==> src/rtl/gameshow_answer_timer.sv <==
// Answer timer after the buzzer lockout stage: encodes the winner, counts down on a 7-seg digit,
// sounds chirp/alarm tones and requests the buzzer clear. Define GAMESHOW_AUTOCLEAR_EN to auto-clear after one alarm second.
module gameshow_answer_timer #(
  parameter int unsigned TICKS_PER_SEC = 1000,
  parameter int unsigned ANSWER_SECS   = 9
) (
  input  logic       clk,
  input  logic       rst,
  input  logic [5:0] lockout,
  input  logic       host_clear,
  output logic [6:0] seg,
  output logic [2:0] player,
  output logic       tone,
  output logic       timeout,
  output logic       buzzer_clr
);

  localparam int unsigned TICK_W = (TICKS_PER_SEC > 1) ? $clog2(TICKS_PER_SEC) : 1;
  localparam logic [TICK_W-1:0] TICK_LAST  = TICK_W'(TICKS_PER_SEC - 1);
  localparam logic [TICK_W-1:0] TICK_CHIRP = TICK_W'(TICKS_PER_SEC / 4);
  localparam logic [TICK_W-1:0] TICK_HALF  = TICK_W'(TICKS_PER_SEC / 2);
  localparam logic [3:0]        SECS_START = 4'(ANSWER_SECS);
  localparam logic [6:0]        SEG_DASH   = 7'h40;

  typedef enum logic [1:0] {
    IDLE    = 2'd0,
    COUNT   = 2'd1,
    EXPIRED = 2'd2,
    CLEAR   = 2'd3
  } state_t;

  state_t            state;
  logic [3:0]        secs;
  logic [TICK_W-1:0] tick;
  logic [2:0]        win;
  logic              clr_cnt;

  function automatic logic [6:0] seg_digit(input logic [3:0] d);
    logic [6:0] s;
    case (d)
      4'd0:    s = 7'h3F;
      4'd1:    s = 7'h06;
      4'd2:    s = 7'h5B;
      4'd3:    s = 7'h4F;
      4'd4:    s = 7'h66;
      4'd5:    s = 7'h6D;
      4'd6:    s = 7'h7D;
      4'd7:    s = 7'h07;
      4'd8:    s = 7'h7F;
      4'd9:    s = 7'h6F;
      default: s = SEG_DASH;
    endcase
    return s;
  endfunction

  // Lowest set bit wins when several players land in the same cycle.
  function automatic logic [2:0] first_player(input logic [5:0] v);
    logic [2:0] p;
    p = 3'd0;
    for (int i = 5; i >= 0; i--) begin
      if (v[i]) p = 3'(i + 1);
    end
    return p;
  endfunction

  wire tick_wrap = (tick == TICK_LAST);

  // Outputs are registered from the current state, so they trail the state by one cycle.
  always_ff @(posedge clk or posedge rst) begin
    if (rst) begin
      state      <= IDLE;
      secs       <= 4'd0;
      tick       <= '0;
      win        <= 3'd0;
      clr_cnt    <= 1'b0;
      seg        <= SEG_DASH;
      player     <= 3'd0;
      tone       <= 1'b0;
      timeout    <= 1'b0;
      buzzer_clr <= 1'b0;
    end else begin
      case (state)
        IDLE: begin
          seg        <= SEG_DASH;
          player     <= 3'd0;
          tone       <= 1'b0;
          timeout    <= 1'b0;
          buzzer_clr <= 1'b0;
        end
        COUNT: begin
          seg        <= seg_digit(secs);
          player     <= win;
          tone       <= (secs == SECS_START) && (tick < TICK_CHIRP);
          timeout    <= 1'b0;
          buzzer_clr <= 1'b0;
        end
        EXPIRED: begin
          seg        <= seg_digit(4'd0);
          player     <= win;
          tone       <= (tick < TICK_HALF);
          timeout    <= 1'b1;
          buzzer_clr <= 1'b0;
        end
        CLEAR: begin
          seg        <= seg;
          player     <= player;
          tone       <= 1'b0;
          timeout    <= 1'b0;
          buzzer_clr <= 1'b1;
        end
      endcase

      case (state)
        IDLE: begin
          tick    <= '0;
          clr_cnt <= 1'b0;
          if (lockout != 6'd0) begin
            state <= COUNT;
            win   <= first_player(lockout);
            secs  <= SECS_START;
          end
        end
        COUNT: begin
          if (host_clear) begin
            state   <= CLEAR;
            clr_cnt <= 1'b0;
          end else if (lockout == 6'd0) begin
            state <= IDLE;
          end else begin
            tick <= tick_wrap ? '0 : tick + TICK_W'(1);
            if (tick_wrap) begin
              if (secs <= 4'd1) begin
                state <= EXPIRED;
                secs  <= 4'd0;
              end else begin
                secs <= secs - 4'd1;
              end
            end
          end
        end
        EXPIRED: begin
          if (host_clear) begin
            state   <= CLEAR;
            clr_cnt <= 1'b0;
          end else if (lockout == 6'd0) begin
            state <= IDLE;
          end else begin
            tick <= tick_wrap ? '0 : tick + TICK_W'(1);
`ifdef GAMESHOW_AUTOCLEAR_EN
            if (tick_wrap) begin
              state   <= CLEAR;
              clr_cnt <= 1'b0;
            end
`endif
          end
        end
        CLEAR: begin
          // Hold the clear request for two cycles minimum and until the buzzer stage releases.
          clr_cnt <= 1'b1;
          if (clr_cnt && (lockout == 6'd0)) state <= IDLE;
        end
      endcase
    end
  end

endmodule

==> config.mk <==
export PLATFORM = sky130hd
export DESIGN_NAME = gameshow_answer_timer
export DESIGN_NICKNAME = d
export VERILOG_FILES = /design/src/rtl/gameshow_answer_timer.sv
export SDC_FILE = /design/constraint.sdc
export NUM_CORES = 1
export LEC_CHECK = 0
export CAP_MARGIN = 20
export CORE_ASPECT_RATIO = 0.5
export CORE_MARGIN = 1.5
export CORE_UTILIZATION = 50
export CTS_CLUSTER_DIAMETER = 100
export DETAILED_ROUTE_END_ITERATION = 10
export PLACE_DENSITY = 0.69
export SLEW_MARGIN = 20
export SYNTH_ARGS = -nofsm -noshare
export SYNTH_HDL_FRONTEND = slang
export SYNTH_SLANG_ARGS = --single-unit
==> constraint.sdc <==
create_clock -name clk -period 5.5 [get_ports clk]
set_input_delay 0.825 -clock clk [delete_from_list [all_inputs] [get_ports clk]]
set_output_delay 0.825 -clock clk [all_outputs]
set_load 0.01 [all_outputs]
# --- After elaboration in Yosys (flattened, before gate mapping) ---
# Memories as Yosys holds them, arrays and structs flattened.
# Index checks and enable logic that the tools add are counted.
classes:
  add_sub_neg: 2
  n_eq_ne: 16
  order_cmp: 3
  n_reduce_logical: 15
  mux: 32
op_table:
  columns: ["operator", "n"]
  rows:
  - ["2-to-1 mux 10 bit", 3]
  - ["case mux 7 bit (3 select lines)", 1]
  - ["2-to-1 mux 4 bit", 5]
  - ["case mux 10 bit (2 select lines)", 1]
  - ["2-to-1 mux 3 bit", 6]
  - ["2-to-1 mux 2 bit", 8]
  - ["!= test 2 bit, second input constant", 7]
  - ["adder 10 x 1 -> 10 bit, second input constant", 1]
  - ["equality test 10 bit, second input constant", 1]
  - ["less-than comparator 10 x 8 -> 1 bit, second input constant", 1]
  - ["less-than comparator 10 x 9 -> 1 bit, second input constant", 1]
  - ["AND reduction 5 bit", 2]
  - ["!= test 4 bit, second input constant", 2]
  - ["case mux 2 bit (4 select lines)", 1]
  - ["case mux 4 bit (2 select lines)", 1]
  - ["zero test 6 bit", 1]
  - ["case mux 1 bit (3 select lines)", 2]
  - ["case mux 3 bit (2 select lines)", 1]
  - ["nonzero test 6 bit", 1]
  - ["OR reduction 3 bit", 2]
  - ["equality test 2 bit, second input constant", 2]
  - ["equality test 4 bit, second input constant", 1]
  - ["less-or-equal comparator 4 x 1 -> 1 bit, second input constant", 1]
  - ["case mux 1 bit (2 select lines)", 2]
  - ["11 further kinds", 14]
word_totals:
  register_bits: 33
  mem_bits_ro: 112
  mem_count: 1
memory_table:
  columns: ["name", "depth", "word_bits", "read_ports", "rd_ports_with_merged_regs", "write_ports", "line_no", "text"]
  rows:
  - ["(name not given)", 16, 7, 1, 0, 0, "40", "case (d)"]

# --- Depth between registers and ports, before layout ---
# Gate-level depths: netlist of the first run.
logic_depth:
  word_depth: 6
  mapped_depth: 8
  depth_no_buf: 7

# --- Least setup slack after synthesis of the first run ---
# No wires, ideal clock.
synth_timing:
  path_type: "input-to-reg"
  start: "input port lockout[0]"
  end: "register state[1]"
  t_required_ns: 5.373
  arrival_ns: 2.111
  path_slack_ns: 3.262
  setup_ns: 0.127
  cell_stages: 5
  path_cell_list: "or3_1 > nor2_2 > nand2_1 > a222oi_1 > mux2_1"
synth_via:
  elab_chain_cells: 4
  word_cells_on_any_way: 12
synth_rtl:
  columns: ["element", "line_no", "text"]
  rows:
  - ["start, declared", "9", "input logic [5:0] lockout,"]
  - ["zero test 6 bit", "127, 145, 160", null]
  - ["2-to-1 mux 2 bit / logical AND 1 bit (equally long branches)", "127, 160", null]
  - ["2-to-1 mux 2 bit / != test 2 bit (equally long branches)", null, null]
  - ["case mux 2 bit (4 select lines) / AND reduction 5 bit (equally long branches)", null, null]
  - ["end signal, assigned", "125", "state <= CLEAR;"]
  - ["end signal, assigned", "128", "state <= IDLE;"]
  - ["end signal, assigned", "160", "if (clr_cnt && (lockout == 6'd0)) state <= IDLE;"]
  - ["end, declared", "32", "state_t state;"]
# Parallel ways exist; a longest one is shown, timed or not.
# A chain may end at the register's enable or synchronous reset.

# --- Worst setup path in the final report of the first run ---
# Same ends and word-level chain as after synthesis.

==> impl_metrics.ini, run 1 <==
[timing]
slew_viol_final = 0
slew-limit-headroom_pct = 57.0
max_freq_ghz = 0.375
tns_ns = 0
tightestPinTransition_ns = 0.645
fin_skew_ns = 0.00570
setup_viol_count_final = 0
rsz0062_at_grt = false
finalHoldViolCount = 0
fin_crit_sh_pct = 48.5
finalWorstSetupSlack_ns = 2.83
fin_crit_ns = 2.67

[clock_tree]
cts_root_buf = clkbuf_8
clk_pin_slew_ns = 0.06
numClockSinks = 33
clock_latency_ns = 0.29
cts_setup_buffers = 0
clockBufferDepth = 2
tritoncts = built
cts_hold_buf = 0
htreeDepth = 2
cts_resized = 0
cts_buffers = 5

[logic_synthesis]
ys_types = 47
ys_warn_count = 0
seq_area_frac_synth_pct = 42.8
ys.flop_type = dfrtp_1
netlist_area_um2 = 1930
synth-seq-cells = 33
syn_avg_cell_area_um2 = 8.87
synth-edff-count = 0
postSynth.asyncResetShare_pct = 100
synth_top_area_share_pct = 41.4
yosysTopAreaCell = dfrtp_1
yosys-top-cells-area = dfrtp_1, ha_1, nand2_1, a21oi_1, o21ai_0
syn-num-nets = 238
synth_cells = 218

[setup_path]
cp_max_fo = 5
worst-setup-path-type = in -> reg
r2r_end = state[1]
cp.arrival_ns = 2.84
critPathRequiredTime_ns = 5.67
regToRegStartpoint = tick[3]
cp-start-kind = input pin
reg2reg_depth = 5
rrSetupSlack_ns = 3.18
crit_path_end_kind = register

[power]
p_leak_nw = 0.945
max-vdd-ir-drop_uv = 237
power_per_cell_area_nw_per_um2 = 442

[final_layout]
nNetsFinal = 257
fin_cells = 289
fillers = 309
area_delta_synth_final_pct = 16.0
utilization_pct = 62.9
fin_area_um2 = 2240
antenna_cells = 0
drive_gt1_share_pct = 5.88

[grt]
grt_overflow = 0
antenna_found_initial = 0
grt_pass1_vias = 1473
track_usage_pct = 21.8
grt_start_max_net_pins = 34
grt_pass1_wl_um = 6930

[floorplan]
pin_count = 22
die_x_um = 91.0
die_h_um = 47.0
core_um2 = 3570
die_area_um2 = 4270
initial_core_util_pct = 54.2
rows = 15

[drt]
drc = 0
viasPerCell = 5.67
vias = 1640
totalWireLength_um = 4210
drt_iter0_markers = 73
ant_nets = 0
dr.pass1.iters = 5
wl_per_cell_um = 14.6

[min_path]
whs_path_depth = 2
hold_path_end = seg[0]
worstHoldStart = seg[0]
worstHoldPathType = reg -> reg

[place]
placed_area_um2 = 2150
dp_worst_setup_slack_ns = 2.53
place_inst = 281
gp_congestion = 0.843
hpwl_um = 3020
portBuffers = 21

[status]
status = complete, no violations

[job]
cap_violations = 0
==> critical path: stages <==
cell,delay [ns]
clkdlybuf4s50_1,0.47
or3_1,0.43
nor2_2,0.23
nand2_1,0.09
a222oi_1,0.41
mux2_1,0.38
==> worst max path at each step <==
| stage | cells past startpoint | from | end | slack, ns |
|---|---|---|---|---|
| global placement | 6 | lockout[0] | state[1] | 2.67 |
| CTS | 6 | lockout[0] | state[1] | 2.83 |
| floorplan | 5 | lockout[0] | state[1] | 3.26 |
| detailed placement | 6 | lockout[0] | state[1] | 2.53 |
| finish | 6 | lockout[0] | state[1] | 2.83 |
| global route | 6 | lockout[3] | state[1] | 2.73 |
==> stage by stage <==
step           hold WS (ns)  power, mW
3_5_place_dp          0.472      0.806
2_1_floorplan         0.448      0.654
6_report              0.478      0.992
3_3_place_gp          0.461      0.792
5_1_grt               0.507       1.07
4_1_cts               0.486      0.997
==> placed cells by master, fill, tap and decap left out, types with 3 or more instances in the layout <==
cell | netlist | final
clkdlybuf4s50_1 | 0 | 21
o21ai_0 | 17 | 17
ha_1 | 11 | 11
nor3_1 | 7 | 7
nor2b_1 | 3 | 3
nand4_1 | 5 | 5
a21oi_1 | 18 | 18
inv_1 | 14 | 14
xnor2_1 | 6 | 6
nand2_1 | 30 | 30
clkbuf_8 | 0 | 6
nor2_1 | 17 | 17
dfrtp_1 | 32 | 32
nand3_1 | 7 | 7
o31ai_1 | 4 | 4
==> where the power goes <==
group	switching [mW]	internal [mW]	total [mW]
Combinational	0.262	0.186	0.448
Sequential	0.0425	0.312	0.354
Clock	0.0878	0.102	0.190
==> kinds of logic (layout without fill, tap and decap cells) <==
kind of cell             Yosys count  in the layout  synth area share, %
XOR/XNOR                           6              6                 2.72
flip-flops                        33             33                 42.8
AO/OA/AOI/OAI                     56             56                 17.9
buffers and inverters             24             44                 5.89
adder cells (fa/ha/maj)           11             11                 7.12
multiplexers                       3              3                 1.68
AND/OR/NAND/NOR                   85             85                 21.9
==> synthesized netlist by cell type, types with 3 or more instances <==
library cell / n
nor2_1: 17
a21oi_1: 18
nand4_1: 5
clkbuf_1: 5
o31ai_1: 4
o21ai_0: 17
dfrtp_1: 32
nand2_1: 30
nor2b_1: 3
xnor2_1: 6
nand3_1: 7
nor3_1: 7
ha_1: 11
inv_1: 14
==> layer usage <==
metal	vias to the layer above	global-route usage (%)	part of all wire (%)	wire, um
li1	803	-	-	-
met1	789	28.3	49	2070
met2	41	36.9	44	1830
met3	7	6.80	6.2	259
met4	0	5.63	1.0	43
met5	-	0	0	0
==> layout make-up <==
cell class / instances / area (um2) / area share (%)
multi-input cells: 161 / 993 / 44.3
flip-flops and latches: 33 / 827 / 36.8
repair buffers: 22 / 218 / 9.70
clock buffers: 8 / 90.1 / 4.01
well taps: 51 / 63.8 / 2.84
inverters: 14 / 52.6 / 2.34
==> registers in the layout, indices dropped and copies added (netlist names) <==
register / flops
buzzer_clr: 1
secs: 4
tick: 10
tone: 1
clr_cnt: 1
timeout: 1
seg: 7
state: 2
player: 3
win: 3
Note: power is estimated with default switching activity, not from simulation.
==> inputs of run 2 (changes only) <==
PLACE_DENSITY = 0.72   (was 0.69)
clock period = 2.3 ns   (was 5.5 ns; I/O delays follow)
==> impl_metrics.ini, run 2 (synthesis results as in run 1) <==
[timing]
fin_crit_sh_pct = 96.0
rsz0062_at_grt = false
finalHoldViolCount = 0
max_freq_ghz = 0.453
setup_viol_count_final = 0
fin_crit_ns = 2.21
fin_skew_ns = 0.00712
finalWorstSetupSlack_ns = 0.0910
slew_viol_final = 0
tns_ns = 0
tightestPinTransition_ns = 0.587
slew-limit-headroom_pct = 60.9

[power]
p_leak_nw = 0.996
power_per_cell_area_nw_per_um2 = 1050
total_power_mw = 2.42
max-vdd-ir-drop_uv = 492

[place]
gp_congestion = 0.904
place_inst = 291
hpwl_um = 3100
dp_worst_setup_slack_ns = 0.0298
portBuffers = 21

[setup_path]
crit_path_end_kind = register
cp_max_fo = 6
worst-setup-path-type = reg -> reg
cp-start-kind = register
cp.arrival_ns = 2.38
critPathRequiredTime_ns = 2.47

[floorplan]
die_h_um = 47.0
die_area_um2 = 4270
rows = 15
initial_core_util_pct = 54.2
die_x_um = 91.0
pin_count = 22
core_um2 = 3570

[final_layout]
largest_register = tick
fin_cells = 298
area_delta_synth_final_pct = 19.7
largest_reg_flops = 10
nNetsFinal = 267
multiInputGateArea_um2 = 993
top_regs = tick: 10 flops, seg: 7 flops, secs: 4 flops
seqCellArea_um2 = 827
antenna_cells = 0
final_common_cell = dfrtp_1
drive_gt1_share_pct = 9.72
fillers = 308
utilization_pct = 64.9
final_cell_mix = dfrtp_1, nand2_1, clkdlybuf4s50_1

[clock_tree]
cts_root_buf = clkbuf_8
clockBufferDepth = 2
clk_pin_slew_ns = 0.07
cts_buffers = 5
clock_latency_ns = 0.29
numClockSinks = 33
cts_setup_buffers = 0
tritoncts = built
cts_hold_buf = 0
cts_resized = 0
htreeDepth = 2

[drt]
wl_per_cell_um = 14.6
viasPerCell = 5.70
drt_iter0_markers = 89
drc = 0
vias = 1699
totalWireLength_um = 4360
ant_nets = 0
dr.pass1.iters = 4

[grt]
grt_overflow = 0
grt_pass1_wl_um = 7250
grt_pass1_vias = 1521
antenna_found_initial = 0
grt_start_max_net_pins = 34
track_usage_pct = 22.6

[status]
status = complete, no violations

[min_path]
worstHoldPathType = in -> async

[job]
cap_violations = 0
-- run 2: changes by cell type in the layout (fill, tap and decap cells not counted), sizes merged --
cell,previous run,this run
buf,1,11
clkbuf,8,7
-- run 2: per-layer routing --
metal	vias up	part of all wire, %	GRT usage (%)
met1	812	52	32.3
met5	-	0	0
met2	55	41	33.9
met3	8	5.8	5.99
met4	0	1.1	7.50
li1	824	-	-
-- run 2: cell type report --
type,count,area share (%)
sequential,33,35.7
inverter,14,2.27
timing repair buffer,32,12.6
tap,51,2.76
multi-input combinational,161,42.9
clock buffer,7,3.73
-- run 2: power by group --
group	total, mW	internal (mW)	switching [mW]	leakage [nW]
combinational	1.13	0.489	0.642	0.526
clock	0.442	0.237	0.205	0.0443
sequential	0.850	0.745	0.105	0.425
-- run 2: metrics by stage --
| step | hold WS, ns | cell area, um2 |
|---|---|---|
| floorplan | 0.446 | 1930 |
| global placement | 0.463 | 2230 |
| detailed placement | 0.471 | 2230 |
| CTS | 0.464 | 2320 |
| global route | 0.508 | 2320 |
| finish | 0.439 | 2320 |
-- run 2: worst paths after layout --
| path | from | endpoint | slack, ns | cells after the start |
|---|---|---|---|---|
| max | tick[4] | state[1] | 0.09 | 5 |
| min | rst | tick[4] | 0.44 | 3 |
| max reg2reg | tick[4] | state[1] | 0.09 | 5 |
| min reg2reg | win[1] | win[1] | 0.48 | 2 |
| max in group asynchronous | rst | seg[6] | 1.51 | 3 |
| min in group clk | win[1] | win[1] | 0.48 | 2 |
-- run 2: critical path, cell delays in order, from the launching register on --
cell	delay, ns
dfrtp_1	0.45
or3b_4	0.42
nor3_4	0.30
nand3b_1	0.12
a222oi_1	0.43
mux2_1	0.38
==> edit 1 (flow settings as in run 1) <==
The 4 states of `state_t` get a one-hot encoding in 4 bits.
--- a/src/rtl/gameshow_answer_timer.sv
+++ b/src/rtl/gameshow_answer_timer.sv
@@ -22,11 +22,11 @@
   localparam logic [3:0]        SECS_START = 4'(ANSWER_SECS);
   localparam logic [6:0]        SEG_DASH   = 7'h40;
 
-  typedef enum logic [1:0] {
-    IDLE    = 2'd0,
-    COUNT   = 2'd1,
-    EXPIRED = 2'd2,
-    CLEAR   = 2'd3
+  typedef enum logic [3:0] {
+    IDLE    = 4'b0001,
+    COUNT   = 4'b0010,
+    EXPIRED = 4'b0100,
+    CLEAR   = 4'b1000
   } state_t;
 
   state_t            state;
Behaviour: no difference found for any inputs over 10 cycles, from zero or initial values and one cycle with rst high; not proved beyond that.
==> edit 1 against run 1 <==
- sequential cell count increased by 2
- cell count increased by 12%
- maximum frequency increased by 3.7%
- total power increased by 16%
- final area increased by 12%
- area after synthesis increased by 14%
- count of clock-buffer cells in the layout decreased by 2
- wire length increased by 20%
- die area increased by 13%
- hold slack improved by 0.0093 ns
- clock power decreased by 3%
- worst setup slack improved by 0.095 ns
- via count increased by 18%
- critical endpoint is now state[0]
- largest cell class unchanged
- highest routed layer unchanged
==> edit 1: results (changes against run 1) <==
Ys Warns=0 (unchanged); global-route wire length before repair=8520 um (+23%); final RePlAce weighted congestion=0.873 (+3.6%); fin nets=284 (+11%); hold_sp=timeout; synth unique cells=51 (+8.5%); skew final=0.00579 ns (+0.0000863 ns); initial DRC count=157 (+120%); WL/cell=15.6 um (+7.0%); ys flop type=dfrtp_1; sum of routed wire segments on met1=2560 um (+24%); Slew @ Worst Pin=0.750 ns (+0.105 ns); H-tree depth=2 (unchanged); vias in the first global route=1,732 (+18%); CP Launch Point=lockout[0]; GR Util met1=33.8% (+5.5 points); r2r startpoint=state[2]; DP HPWL=3640 um (+20%); met3 routed WL=349 um (+35%); TritonRoute pass-1 iters=4 (-1); crit path max fanout=9 (+4); sequential area share after synthesis=39.8% (-3.0 points); Non-Filler Instances=323 (+12%); Worst Hold Class=flop to flop; DP Area=2430 um2 (+13%); M2 GR Usage=31.5% (-5.4 points); leak pwr=1.08 nW (+14%); status=finished clean; share of layout cells above drive strength 1=8.55% (+2.7 points); DR top layer=met4; top flop regs=tick x10, seg x7; via count=1,943 (+18%); maximum VDD drop=161 uV (-32%); top area cells in the synthesized netlist=dfrtp_1 37%, o21ai_0 6.6%, nand2_1 4.3%; net count after synthesis=266 (+12%); critical path arrival=2.79 ns (-0.05 ns); largest net degree at the start of global routing=36 (+5.9%); All-Layer GR Usage=22.5% (+0.74 points); Mapped Avg Cell Area=8.79 um2 (-0.90%); GRT met3 Usage=5.25% (-1.5 points); Post-synth top cells=33 x dfrtp_1, 29 x o21ai_0, 25 x nand2_1; ANT cells=0 (unchanged); Worst-Skew Late Latency=0.29 ns (about the same); WL met2=2060 um (+12%)
-- edit 1: logic make-up after synthesis --
group                    share of synthesized area (%)
AO/OA/AOI/OAI                                     25.3
XOR/XNOR                                          3.17
adder cells (fa/ha/maj)                           3.40
buffers and inverters                             4.20
flip-flops                                        39.8
multiplexers                                      2.04
AND/OR/NAND/NOR                                   22.1
-- edit 1: path summary, 6_finish.rpt --
kind / endpoint / cells past startpoint / slack [ns]
setup / recovery: state[0] / 6 / 2.93
hold / removal: timeout / 1 / 0.49
setup reg to reg: secs[1] / 5 / 3.07
hold reg to reg: timeout / 1 / 0.49
max in group asynchronous: state[0] / 3 / 4.22
min in group asynchronous: tick[5] / 3 / 0.93
-- edit 1: per-stage QoR --
stage          setup WS (ns)  hold WS (ns)  total power, mW
2_1_floorplan           3.32         0.444            0.796
3_3_place_gp            2.71         0.464            0.956
3_5_place_dp            2.68         0.472            0.964
4_1_cts                 2.98         0.488             1.16
5_1_grt                 2.81         0.496             1.24
6_report                2.93         0.487             1.15
-- edit 1: critical path, cell delays in order --
cell and delay, ns:
clkdlybuf4s50_1 0.47, or3_1 0.44, nor2_1 0.44, nor3_1 0.13, a21o_1 0.22, mux2_2 0.27
-- edit 1: final cells by class --
class	count	area [um2]
clock buffers	6	82.6
well taps	54	67.6
fillers	346	1540
inverters	9	33.8
multi-input cells	196	1240
clock inverters	1	5.00
flip-flops and latches	35	878
repair buffers	22	218
-- edit 1: report_power, final --
group          leakage [nW]  switching (mW)  internal (mW)
Clock                0.0470          0.0872         0.0981
Combinational         0.586           0.277          0.251
Sequential            0.443          0.0984          0.338
Total                  1.08           0.463          0.688
==> edit 2 (settings of run 1) <==
Without the edit above. Set the parameter `TICKS_PER_SEC` to 500 (it was 1000).
--- a/src/rtl/gameshow_answer_timer.sv
+++ b/src/rtl/gameshow_answer_timer.sv
@@ -1,7 +1,7 @@
 // Answer timer after the buzzer lockout stage: encodes the winner, counts down on a 7-seg digit,
 // sounds chirp/alarm tones and requests the buzzer clear. Define GAMESHOW_AUTOCLEAR_EN to auto-clear after one alarm second.
 module gameshow_answer_timer #(
-  parameter int unsigned TICKS_PER_SEC = 1000,
+  parameter int unsigned TICKS_PER_SEC = 500,
   parameter int unsigned ANSWER_SECS   = 9
 ) (
   input  logic       clk,
Behaviour: no difference found for any inputs over 10 cycles, from zero or initial values and one cycle with rst high; that may be too few to reach the edited logic, so the function may still have changed.
==> edit 2 against run 1 <==
- total power is 12% higher
- hold slack improved by 0.0051 ns
- wire length decreased by 8.1%
- sequential cell count shrank 1
- clock skew is 0.0033 ns higher
- final area fell by 1.0%
- area after synthesis down 1.9%
- worst setup slack gained 0.099 ns
- die area down 1.8%
- critical path depth stayed put
==> edit 2: results (changes against run 1) <==
largest net degree at the start of global routing=33 (-2.9%); R2R depth=7 (+2); WL/cell=13.6 um (-6.8%); Hold EP=seg[2]; sum of routed wire segments on met1=1950 um (-5.8%); WL met2=1630 um (-11%); top flop regs=tick x9, seg x7, secs x4; Compound-Gate Fraction of Synth Area=24.1% (+6.1 points); maximum VDD drop=245 uV (+3.6%); cell count after placement=277 (-1.4%); DP Area=2130 um2 (-1.2%); share of layout cells above drive strength 1=9.83% (+3.9 points); final WL=3870 um (-8.1%); leak pwr=0.992 nW (+4.9%); via count=1,537 (-6.3%); Psw=0.482 mW (+23%); critical path arrival=2.72 ns (-0.12 ns); WHS=0.483 ns (+0.00511 ns); r2r startpoint=state[1]; Adder-Cell Fraction of Synth Area=7.25% (+0.14 points); sequential area share after synthesis=42.3% (-0.50 points); fin nets=253 (-1.6%); Mapped Avg Cell Area=8.87 um2 (about the same); vias in the first global route=1,372 (-6.9%); TritonRoute pass-1 iters=4 (-1); Reg2Reg Setup Slack=3.41 ns (+0.23 ns); synth unique cells=41 (-13%); status=finished clean; hold_sp=seg[2]; final RePlAce weighted congestion=0.856 (+1.6%); crit path max fanout=11 (+6); All-Layer GR Usage=20.9% (-0.86 points); worst r2r dst=secs[3]; net count after synthesis=234 (-1.7%); xor/xnor share of the synthesized area=0% (-2.7 points); Post-synth top cells=31 x dfrtp_1, 27 x nand2_1, 20 x o21ai_0
[edit 2: cell families after synthesis]
group	count (synthesis)
AND/OR/NAND/NOR	75
buffers and inverters	24
multiplexers	2
flip-flops	32
AO/OA/AOI/OAI	70
adder cells (fa/ha/maj)	11
[edit 2: final cells by class]
class                   instances  area [um2]
repair buffers                 22         218
clock buffers                   6        82.6
flip-flops and latches         32         802
clock inverters                 2        10.0
well taps                      51        63.8
fillers                       338        1310
multi-input cells             158         993
inverters                      14        52.6
[edit 2: metal layers]
metal | track usage [%] | vias up
met5 | 0 | -
met4 | 8.57 | 0
met3 | 6.11 | 6
met2 | 32.0 | 37
met1 | 28.4 | 705
li1 | - | 789
[edit 2: critical path: stages]
cell and delay (ns):
clkdlybuf4s50_1 0.44, or3_4 0.43, o21bai_2 0.21, a21o_1 0.32, or2_1 0.37, o31ai_1 0.13
[edit 2: stage by stage]
stage,utilization (%),setup WS [ns]
2_1_floorplan,-,3.51
3_3_place_gp,60.4,2.67
3_5_place_dp,60.4,2.64
4_1_cts,63.0,2.94
5_1_grt,63.0,2.80
6_report,63.0,2.93
[edit 2: power groups by stage]
stage	clock, mW	combinational (mW)	sequential [mW]
after detailed placement	0	0.543	0.382
after global routing	0.203	0.621	0.392
after global placement	0	0.534	0.380
final	0.189	0.546	0.378
after CTS	0.193	0.546	0.378
after floorplan	0	0.412	0.369
[edit 2: worst max-delay path by stage]
stage | from | endpoint | cells past startpoint
finish | lockout[3] | tick[3] | 6
CTS | lockout[3] | tick[3] | 6
detailed placement | lockout[3] | tick[3] | 6
floorplan | lockout[3] | state[0] | 5
global placement | lockout[3] | tick[7] | 6
global route | lockout[3] | tick[5] | 6
